[src/rtl/max7219_pkg.sv]
// Shared definitions for the MAX7219 frame serializer: register map,
// frame size and the serializer FSM state encoding.
package max7219_pkg;

   localparam int FRAME_BITS = 16;

   localparam logic [3:0] NOOP         = 4'h0;
   localparam logic [3:0] DIGIT0       = 4'h1;
   localparam logic [3:0] DIGIT1       = 4'h2;
   localparam logic [3:0] DIGIT2       = 4'h3;
   localparam logic [3:0] DIGIT3       = 4'h4;
   localparam logic [3:0] DIGIT4       = 4'h5;
   localparam logic [3:0] DIGIT5       = 4'h6;
   localparam logic [3:0] DIGIT6       = 4'h7;
   localparam logic [3:0] DIGIT7       = 4'h8;
   localparam logic [3:0] DECODE_MODE  = 4'h9;
   localparam logic [3:0] INTENSITY    = 4'hA;
   localparam logic [3:0] SCAN_LIMIT   = 4'hB;
   localparam logic [3:0] SHUTDOWN     = 4'hC;
   localparam logic [3:0] DISPLAY_TEST = 4'hF;

   typedef enum logic [2:0] {
      ST_IDLE,
      ST_SETUP,
      ST_SHIFT,
      ST_HOLD,
      ST_GAP
   } state_t;

endpackage

[src/rtl/max7219_bit_timer.sv]
// SCLK half-period timer: reloads on load, then ticks once every CLK_DIV
// cycles for as long as run is high.
module max7219_bit_timer
   import max7219_pkg::*;
#(
   parameter int CLK_DIV = 25
) (
   input  logic clk,
   input  logic reset,
   input  logic load,
   input  logic run,
   output logic tick
);

   localparam int CW = $clog2(CLK_DIV + 1);
   localparam logic [CW-1:0] RELOAD = CW'(CLK_DIV - 1);

   logic [CW-1:0] count;

   always_ff @(posedge clk) begin
      if (reset) begin
         count <= '0;
      end else if (load) begin
         count <= RELOAD;
      end else if (run) begin
         count <= (count == '0) ? RELOAD : count - CW'(1);
      end
   end

   assign tick = run && (count == '0);

endmodule

[src/rtl/max7219_frame_tx.sv]
// Serializes one MAX7219 register write into a 16-bit mode-0 SPI frame
// with LOAD (cs_n) held low across the whole word.
module max7219_frame_tx
   import max7219_pkg::*;
#(
   parameter int CLK_DIV = 25,
   parameter int CS_GAP  = 4
) (
   input  logic       clk,
   input  logic       reset,
   input  logic       in_valid,
   output logic       in_ready,
   input  logic [3:0] in_addr,
   input  logic [7:0] in_data,
   output logic       sclk,
   output logic       mosi,
   output logic       cs_n,
   output logic       busy,
   output logic       done
);

   localparam int GW = $clog2(CS_GAP + 1);
   localparam logic [GW-1:0] GAP_LOAD = GW'(CS_GAP - 1);

   state_t                  state;
   logic [FRAME_BITS-1:0]   shreg;
   logic [3:0]              bit_cnt;
   logic [GW-1:0]           gap_cnt;
   logic                    hold_second;
   logic                    tick;
   logic                    load;
   logic                    run;

   assign load = in_valid && in_ready;
   assign run  = (state == ST_SETUP) || (state == ST_SHIFT) || (state == ST_HOLD);

   max7219_bit_timer #(.CLK_DIV(CLK_DIV)) u_timer (
      .clk   (clk),
      .reset (reset),
      .load  (load),
      .run   (run),
      .tick  (tick)
   );

   always_ff @(posedge clk) begin
      if (reset) begin
         state       <= ST_IDLE;
         in_ready    <= 1'b1;
         busy        <= 1'b0;
         done        <= 1'b0;
         cs_n        <= 1'b1;
         sclk        <= 1'b0;
         mosi        <= 1'b0;
         bit_cnt     <= '0;
         gap_cnt     <= '0;
         hold_second <= 1'b0;
      end else begin
         done <= 1'b0;
         case (state)
            ST_IDLE: begin
               if (in_valid) begin
                  shreg    <= {4'b0000, in_addr, in_data};
                  mosi     <= 1'b0;
                  cs_n     <= 1'b0;
                  bit_cnt  <= 4'd15;
                  in_ready <= 1'b0;
                  busy     <= 1'b1;
                  state    <= ST_SETUP;
               end
            end
            ST_SETUP: begin
               if (tick) begin
                  sclk  <= 1'b1;
                  state <= ST_SHIFT;
               end
            end
            ST_SHIFT: begin
               // Data moves only on falling edges, so it is settled a full
               // half-period around every rising edge.
               if (tick) begin
                  if (sclk) begin
                     sclk <= 1'b0;
                     if (bit_cnt == 4'd0) begin
                        mosi        <= 1'b0;
                        hold_second <= 1'b0;
                        state       <= ST_HOLD;
                     end else begin
                        mosi    <= shreg[FRAME_BITS-2];
                        shreg   <= shreg << 1;
                        bit_cnt <= bit_cnt - 4'd1;
                     end
                  end else begin
                     sclk <= 1'b1;
                  end
               end
            end
            ST_HOLD: begin
               // LOAD stays low for two half-periods after the last falling
               // edge, giving a 34 half-period frame.
               if (tick) begin
                  if (hold_second) begin
                     cs_n    <= 1'b1;
                     done    <= 1'b1;
                     gap_cnt <= GAP_LOAD;
                     state   <= ST_GAP;
                  end else begin
                     hold_second <= 1'b1;
                  end
               end
            end
            ST_GAP: begin
               if (gap_cnt == '0) begin
                  in_ready <= 1'b1;
                  busy     <= 1'b0;
                  state    <= ST_IDLE;
               end else begin
                  gap_cnt <= gap_cnt - GW'(1);
               end
            end
            default: state <= ST_IDLE;
         endcase
      end
   end

endmodule

[config.mk]
export PLATFORM = sky130hd
export DESIGN_NAME = max7219_frame_tx
export DESIGN_NICKNAME = d
export VERILOG_FILES = /design/src/rtl/max7219_pkg.sv /design/src/rtl/max7219_bit_timer.sv /design/src/rtl/max7219_frame_tx.sv
export SDC_FILE = /design/constraint.sdc
export NUM_CORES = 1
export LEC_CHECK = 0
export CAP_MARGIN = 20
export CORE_MARGIN = 2
export CORE_UTILIZATION = 26
export DETAILED_ROUTE_END_ITERATION = 10
export MAX_ROUTING_LAYER = met4
export SETUP_SLACK_MARGIN = 0.05
export SLEW_MARGIN = 5
export SYNTH_ARGS = -nofsm -noshare
export SYNTH_HDL_FRONTEND = slang
export SYNTH_SLANG_ARGS = --single-unit
[constraint.sdc]
create_clock -name clk -period 3 [get_ports clk]
set_clock_uncertainty 0.2 [all_clocks]
set_input_delay 0.6 -clock clk [delete_from_list [all_inputs] [get_ports clk]]
set_output_delay 0.6 -clock clk [all_outputs]
set_load 0.01 [all_outputs]
# Word level (Yosys, flattened, before mapping)
# Index checks and enable logic that the tools add are counted.
[classes]
add_sub_neg = 3
n_eq_ne = 14
muxes = 48
n_bitwise = 3
reduce_logical = 26
[op_table]
columns = ["cell", "n"]
rows = [
  ["$mux W15", 4],
  ["$mux W3", 11],
  ["$pmux W15 S2", 1],
  ["$ne A2 B2 Y1 const B", 9],
  ["$mux W1", 16],
  ["$mux W4", 4],
  ["$mux W5", 3],
  ["$pmux W3 S5", 1],
  ["$reduce_bool A2 Y1", 7],
  ["$pmux W1 S2", 6],
  ["$reduce_and A4 Y1", 3],
  ["$reduce_and A5 Y1", 2],
  ["$pmux W4 S2", 1],
  ["$reduce_and A8 Y1", 1],
  ["$eq A3 B2 Y1 const B", 2],
  ["$logic_not A3 Y1", 2],
  ["$pmux W3 S2", 1],
  ["$reduce_and A3 Y1", 2],
  ["$reduce_and A6 Y1", 1],
  ["$logic_not A5 Y1", 1],
  ["$sub A5 B1 Y5 const B", 1],
  ["$logic_not A4 Y1", 1],
  ["$sub A4 B1 Y4 const B", 1],
  ["$eq A3 B1 Y1 const B", 1],
  ["other kinds (8)", 12],
]
[word_totals]
ff_bits = 37
in_bits = 15
out_inout_bits = 6
wordCells = 107

# Depth between registers and ports, before layout
[logic_depth]
word_depth = 6
mapped_depth = 7

# Modules after synthesis
# From an unflattened synthesis, not the netlist that was laid out.
[unflattened]
cells_unflattened = 188
area_unflattened_um2 = 1751.7
[by_module_without_submodules]
columns = ["module", "n_inst", "cells_per_inst", "area_per_inst_um2", "seq_area_each_um2"]
rows = [
  ["max7219_frame_tx", 1, 163, 1497.7, 790.8],
  ["max7219_bit_timer", 1, 25, 254.0, 100.1],
]

# Least setup slack after synthesis
# Ideal clock, no wire load.
[synth_path]
path_type = "flip-flop to flip-flop"
from = "reg u_timer.count[0]"
to = "reg shreg[0] (enable)"
setup_ns = 0.372
t_arrival_ns = 1.456
slack_ns = 0.972
stages_incl_launch_ff = 6
period_less_slack_ns = 2.028
path_cell_list = "dfxtp_1 inv_1 ha_1 nor4b_4 a31o_2 and2_1"
[synth_between]
elab_chain_len = 4
[synth_lines]
columns = ["item", "line_no", "source"]
rows = [
  ["start: declaration", "max7219_bit_timer.sv:18", "logic [CW-1:0] count;"],
  ["start signal: assignment", "max7219_bit_timer.sv:26", "count <= (count == '0) ? RELOAD : count - CW'(1);"],
  ["$logic_not A5 Y1", "max7219_bit_timer.sv:30", "assign tick = run && (count == '0);"],
  ["$logic_and A1 B1 Y1", "max7219_bit_timer.sv:30", ""],
  ["$ne A2 B2 Y1 (no line)", "--", ""],
  ["$reduce_and A6 Y1 (no line)", "--", ""],
  ["end signal: assignment", "max7219_frame_tx.sv:62", "shreg <= {4'b0000, in_addr, in_data};"],
  ["end signal: assignment", "max7219_frame_tx.sv:89", "shreg <= shreg << 1;"],
  ["end: declaration", "max7219_frame_tx.sv:26", "logic [FRAME_BITS-1:0] shreg;"],
]
# Every way passes these cells.
# A chain may end at the register's enable or synchronous reset.

# Worst setup path after layout
[layout_path]
from = "reg u_timer.count[0]"
to = "reg bit_cnt[3]"
[layout_between]
elab_chain_len = 4
[layout_lines]
columns = ["item", "line_no", "source"]
rows = [
  ["$logic_not A5 Y1", "max7219_bit_timer.sv:30", ""],
  ["$logic_and A1 B1 Y1", "max7219_bit_timer.sv:30", ""],
  ["$ne A2 B2 Y1 (no line)", "--", ""],
  ["$reduce_and A5 Y1 (no line)", "--", ""],
  ["end signal: assignment", "max7219_frame_tx.sv:90", "bit_cnt <= bit_cnt - 4'd1;"],
  ["end: declaration", "max7219_frame_tx.sv:27", "logic [3:0] bit_cnt;"],
]
# Every way passes these cells.

==> flow_metrics.env <==
export IMPL_post_dp_hpwl_mm=2.30
export IMPL_starting_utilization_of_the_core_area=0.268
export IMPL_totalWireLength_mm=3.25
export IMPL_post_synth_top_area_fraction=0.249
export IMPL_layout_commonest_cell="sky130_fd_sc_hd__dfxtp_1"
export IMPL_grt_most_used_layer="met2"
export IMPL_hold_viol_final=0
export IMPL_die_w_um=87.5
export IMPL_cts_buffers=5
export IMPL_mostFrequentLayoutCells="sky130_fd_sc_hd__dfxtp_1 (22), sky130_fd_sc_hd__clkdlybuf4s50_1 (20), sky130_fd_sc_hd__edfxtp_1 (15)"
export IMPL_vdd_drop_max_mv=0.336
export IMPL_global_routing_met2_resource_utilization=0.129
export IMPL_use_met1=0.120
export IMPL_grt_antenna_before_repair=0
export IMPL_core_region_area_um2=6760
export IMPL_grt_pass1_wl_mm=5.33
export IMPL_synth_ff_latch_count=37
export IMPL_timing_max_slew_rel_slack=0.622
export IMPL_via_count_of_the_first_global_routing_pass=1130
export IMPL_cp_data_required_time_ns=3.02
export IMPL_timing_final_max_slew_violations=0
export IMPL_gr_total_overflow=0
export IMPL_synth_seq_area_share=0.492
export IMPL_power_mw=1.79
export IMPL_endpoint="bit_cnt[3]"
export IMPL_fillerInstances=705
export IMPL_crit_fanout=10
export IMPL_clkLatencyLatePin_ns=0.29
export IMPL_post_cts_setup_buffer_count=0
export IMPL_cts_sinks=37
export IMPL_synth_fp_nets=193
export IMPL_drt_drc_violations_left=0
export IMPL_antennaDiodeCount=0
export IMPL_final_period_minus_worst_setup_slack_ns=2.20
export IMPL_max_clock_path_buffers=2
export IMPL_worst_path_max_delay_cell="sky130_fd_sc_hd__or4_1"
export IMPL_top_post_synthesis_cells_by_area="sky130_fd_sc_hd__edfxtp_1 (25%), sky130_fd_sc_hd__dfxtp_1 (24%), sky130_fd_sc_hd__mux2_2 (8.1%)"
export IMPL_die_area_um2=7650
export IMPL_cp_arrival_ns=2.22
export IMPL_gp_routability_congestion=0.731
export IMPL_first_pass_iters=4
export IMPL_worst_setup_path_type="register to register"
export IMPL_cp_start_kind="register"
export IMPL_rr_worst_depth=7
export IMPL_num_nets_final=215
export IMPL_setup_viol=0
export IMPL_syn_mean_instance_area_um2=10.4
export IMPL_regToRegEndpoint="bit_cnt[3]"
export IMPL_drive_above_1_share=0.162
export IMPL_pin_count_of_the_biggest_net_entering_global_routing=20
export IMPL_power_density_nw_per_um2=800
export IMPL_leakage_nw=0.796
export IMPL_slowest_delay_ns=0.46
export IMPL_timing_critical_path_to_type="register"
export IMPL_post_synth_num_cell_types=43
export IMPL_first_iter_violations=33
export IMPL_launching_point_of_the_worst_reg2reg_path="u_timer.count[0]"
export IMPL_clk_pin_slew_ns=0.08
export IMPL_grtUsageMet3=0.0284
export IMPL_dieHeight_um=87.5
export IMPL_hold_path_class="register to register"
export IMPL_fmaxAchievable_mhz=455
export IMPL_postSynthCellCount=174
export IMPL_hold_buffers=0
export IMPL_worst_pin_slew_ns=0.567
export IMPL_routed_wire_length_per_instance_um=11.7
export IMPL_io_pin_count=21
export IMPL_max_cap_violations=0
export IMPL_vias=1299
export IMPL_via_per_inst=4.69
export IMPL_worstPathCellList="inv_1 > ha_1 > nor4b_4 > buf_4 > nand2_2 > or4_1 > a31oi_1"
export IMPL_globalRouteTotalUtil=0.0911
export IMPL_setup_tns_ns=0
export IMPL_synthesis_area_um2=1810
export IMPL_synth_top_area_cell="sky130_fd_sc_hd__edfxtp_1"
export IMPL_area_growth_synth_to_final_pct=23.2
export IMPL_worst_r2r_setup_slack_ns=0.80
export IMPL_rsz0062_at_grt="no"
export IMPL_status="finished clean"
export IMPL_timing_critical_path_from="u_timer.count[0]"
export IMPL_port_buffers=20
export IMPL_antenna_left=0
export IMPL_cts_resized_gates=0
export IMPL_fp_row_count=30
export IMPL_h_tree_depth=2
export IMPL_ctsRootBufferMaster="sky130_fd_sc_hd__clkbuf_8"
export IMPL_synth_warnings=0
export IMPL_final_min_period_over_clock_period=0.733
export IMPL_cts_tree="yes"
[cell type report]
cell class / count / area (µm²) / share of cell area
clock buffer: 5 / 68.8 / 0.0308
clock inverter: 3 / 65.1 / 0.0291
inverter: 10 / 37.5 / 0.0168
multi-input combinational: 118 / 840 / 0.376
sequential: 37 / 891 / 0.399
tap: 80 / 100 / 0.0448
timing repair buffer: 24 / 230 / 0.103
[stage by stage]
stage	utilization	setup slack (ns)	hold WS, ns	instances	cell area [µm²]
after detailed placement	0.311	0.682	0.264	269	2100
final	0.330	0.801	0.269	277	2230
after global routing	0.330	0.648	0.304	277	2230
after global placement	0.311	0.691	0.260	269	2100
after CTS	0.330	0.761	0.280	277	2230
after floorplan	-	0.972	0.272	174	1810
[how the worst min path moves through the flow]
stage                       to        from  cells past startpoint  slack [ns]
finish                    mosi        mosi                      2        0.27
global route              mosi        mosi                      2        0.30
CTS                       mosi        mosi                      2        0.28
detailed placement        busy        busy                      1        0.26
global placement      in_ready    in_ready                      2        0.26
floorplan           gap_cnt[0]  gap_cnt[0]                      2        0.27
[per-layer routing]
metal	routed length (µm)	vias up	part of all wire
met5	0	-	0
met4	38	0	0.012
met2	1410	25	0.43
met1	1650	598	0.51
met3	146	4	0.045
li1	-	672	-
[synth_stat cells]
| library cell | n |
|---|---|
| sky130_fd_sc_hd__a22oi_1 | 1 |
| sky130_fd_sc_hd__or3_1 | 2 |
| sky130_fd_sc_hd__or4_1 | 1 |
| sky130_fd_sc_hd__xnor2_1 | 3 |
| sky130_fd_sc_hd__and4_1 | 2 |
| sky130_fd_sc_hd__o21a_1 | 1 |
| sky130_fd_sc_hd__nand2_1 | 7 |
| sky130_fd_sc_hd__mux2_2 | 13 |
| sky130_fd_sc_hd__nor2b_1 | 5 |
| sky130_fd_sc_hd__buf_4 | 1 |
| sky130_fd_sc_hd__buf_2 | 5 |
| sky130_fd_sc_hd__or3b_2 | 1 |
| sky130_fd_sc_hd__a21oi_1 | 11 |
| sky130_fd_sc_hd__nor4_1 | 1 |
| sky130_fd_sc_hd__nor3_1 | 8 |
| sky130_fd_sc_hd__nor2_1 | 11 |
| sky130_fd_sc_hd__inv_1 | 10 |
| sky130_fd_sc_hd__nand4_1 | 3 |
| sky130_fd_sc_hd__nand3_1 | 2 |
| sky130_fd_sc_hd__o21bai_4 | 1 |
| sky130_fd_sc_hd__clkbuf_1 | 3 |
| sky130_fd_sc_hd__mux2i_1 | 2 |
| sky130_fd_sc_hd__o21ai_0 | 5 |
| sky130_fd_sc_hd__ha_1 | 4 |
| sky130_fd_sc_hd__and2_1 | 9 |
| sky130_fd_sc_hd__and3_1 | 1 |
| sky130_fd_sc_hd__o21ba_2 | 1 |
| sky130_fd_sc_hd__a21o_1 | 1 |
| sky130_fd_sc_hd__nor4b_4 | 1 |
| sky130_fd_sc_hd__nor3b_1 | 1 |
| sky130_fd_sc_hd__nor4b_1 | 2 |
| sky130_fd_sc_hd__a31o_2 | 1 |
| sky130_fd_sc_hd__nand2b_1 | 3 |
| sky130_fd_sc_hd__o21bai_1 | 1 |
| sky130_fd_sc_hd__nand2_2 | 1 |
| sky130_fd_sc_hd__dfxtp_1 | 22 |
| sky130_fd_sc_hd__nor3b_2 | 1 |
| sky130_fd_sc_hd__nand3b_1 | 1 |
| sky130_fd_sc_hd__a31oi_1 | 5 |
| sky130_fd_sc_hd__a211oi_1 | 2 |
| sky130_fd_sc_hd__o2111ai_1 | 1 |
| sky130_fd_sc_hd__edfxtp_1 | 15 |
| sky130_fd_sc_hd__a311oi_1 | 2 |
[state kept, by name (all words and copies together), names as in the netlist]
signal and flops:
u_timer.count 5, sclk 1, done 1, state 3, in_ready 1, mosi 1
shreg 15, busy 1, gap_cnt 3, cs_n 1, bit_cnt 4, hold_second 1
[logic make-up (layout without fill, tap and decap cells)]
group / after synthesis / in the layout / share of synthesized area
AOI/OAI and AO/OA: 33 / 33 / 0.122
xor gates and xnor gates: 3 / 3 / 0.0145
adders and majority gates: 4 / 4 / 0.0276
buffers and inverters: 19 / 42 / 0.0449
DFF: 37 / 37 / 0.492
muxes: 15 / 15 / 0.0919
and+or+nand+nor: 63 / 63 / 0.208
[power by group]
| part | total (mW) | switching, mW | internal (mW) | leakage [nW] |
|---|---|---|---|---|
| registers | 0.722 | 0.0995 | 0.622 | 0.321 |
| clock network | 0.515 | 0.185 | 0.330 | 0.0681 |
| logic | 0.549 | 0.261 | 0.288 | 0.407 |
[critical path: cells and delay by family (launching register included)]
kind,cells,cell delay (ns)
AND/OR/NAND/NOR,3,0.96
buffers and inverters,2,0.29
flip-flops,1,0.34
AO/OA/AOI/OAI,1,0.15
adder cells (fa/ha/maj),1,0.19
Note: power is estimated with default switching activity, not from simulation.
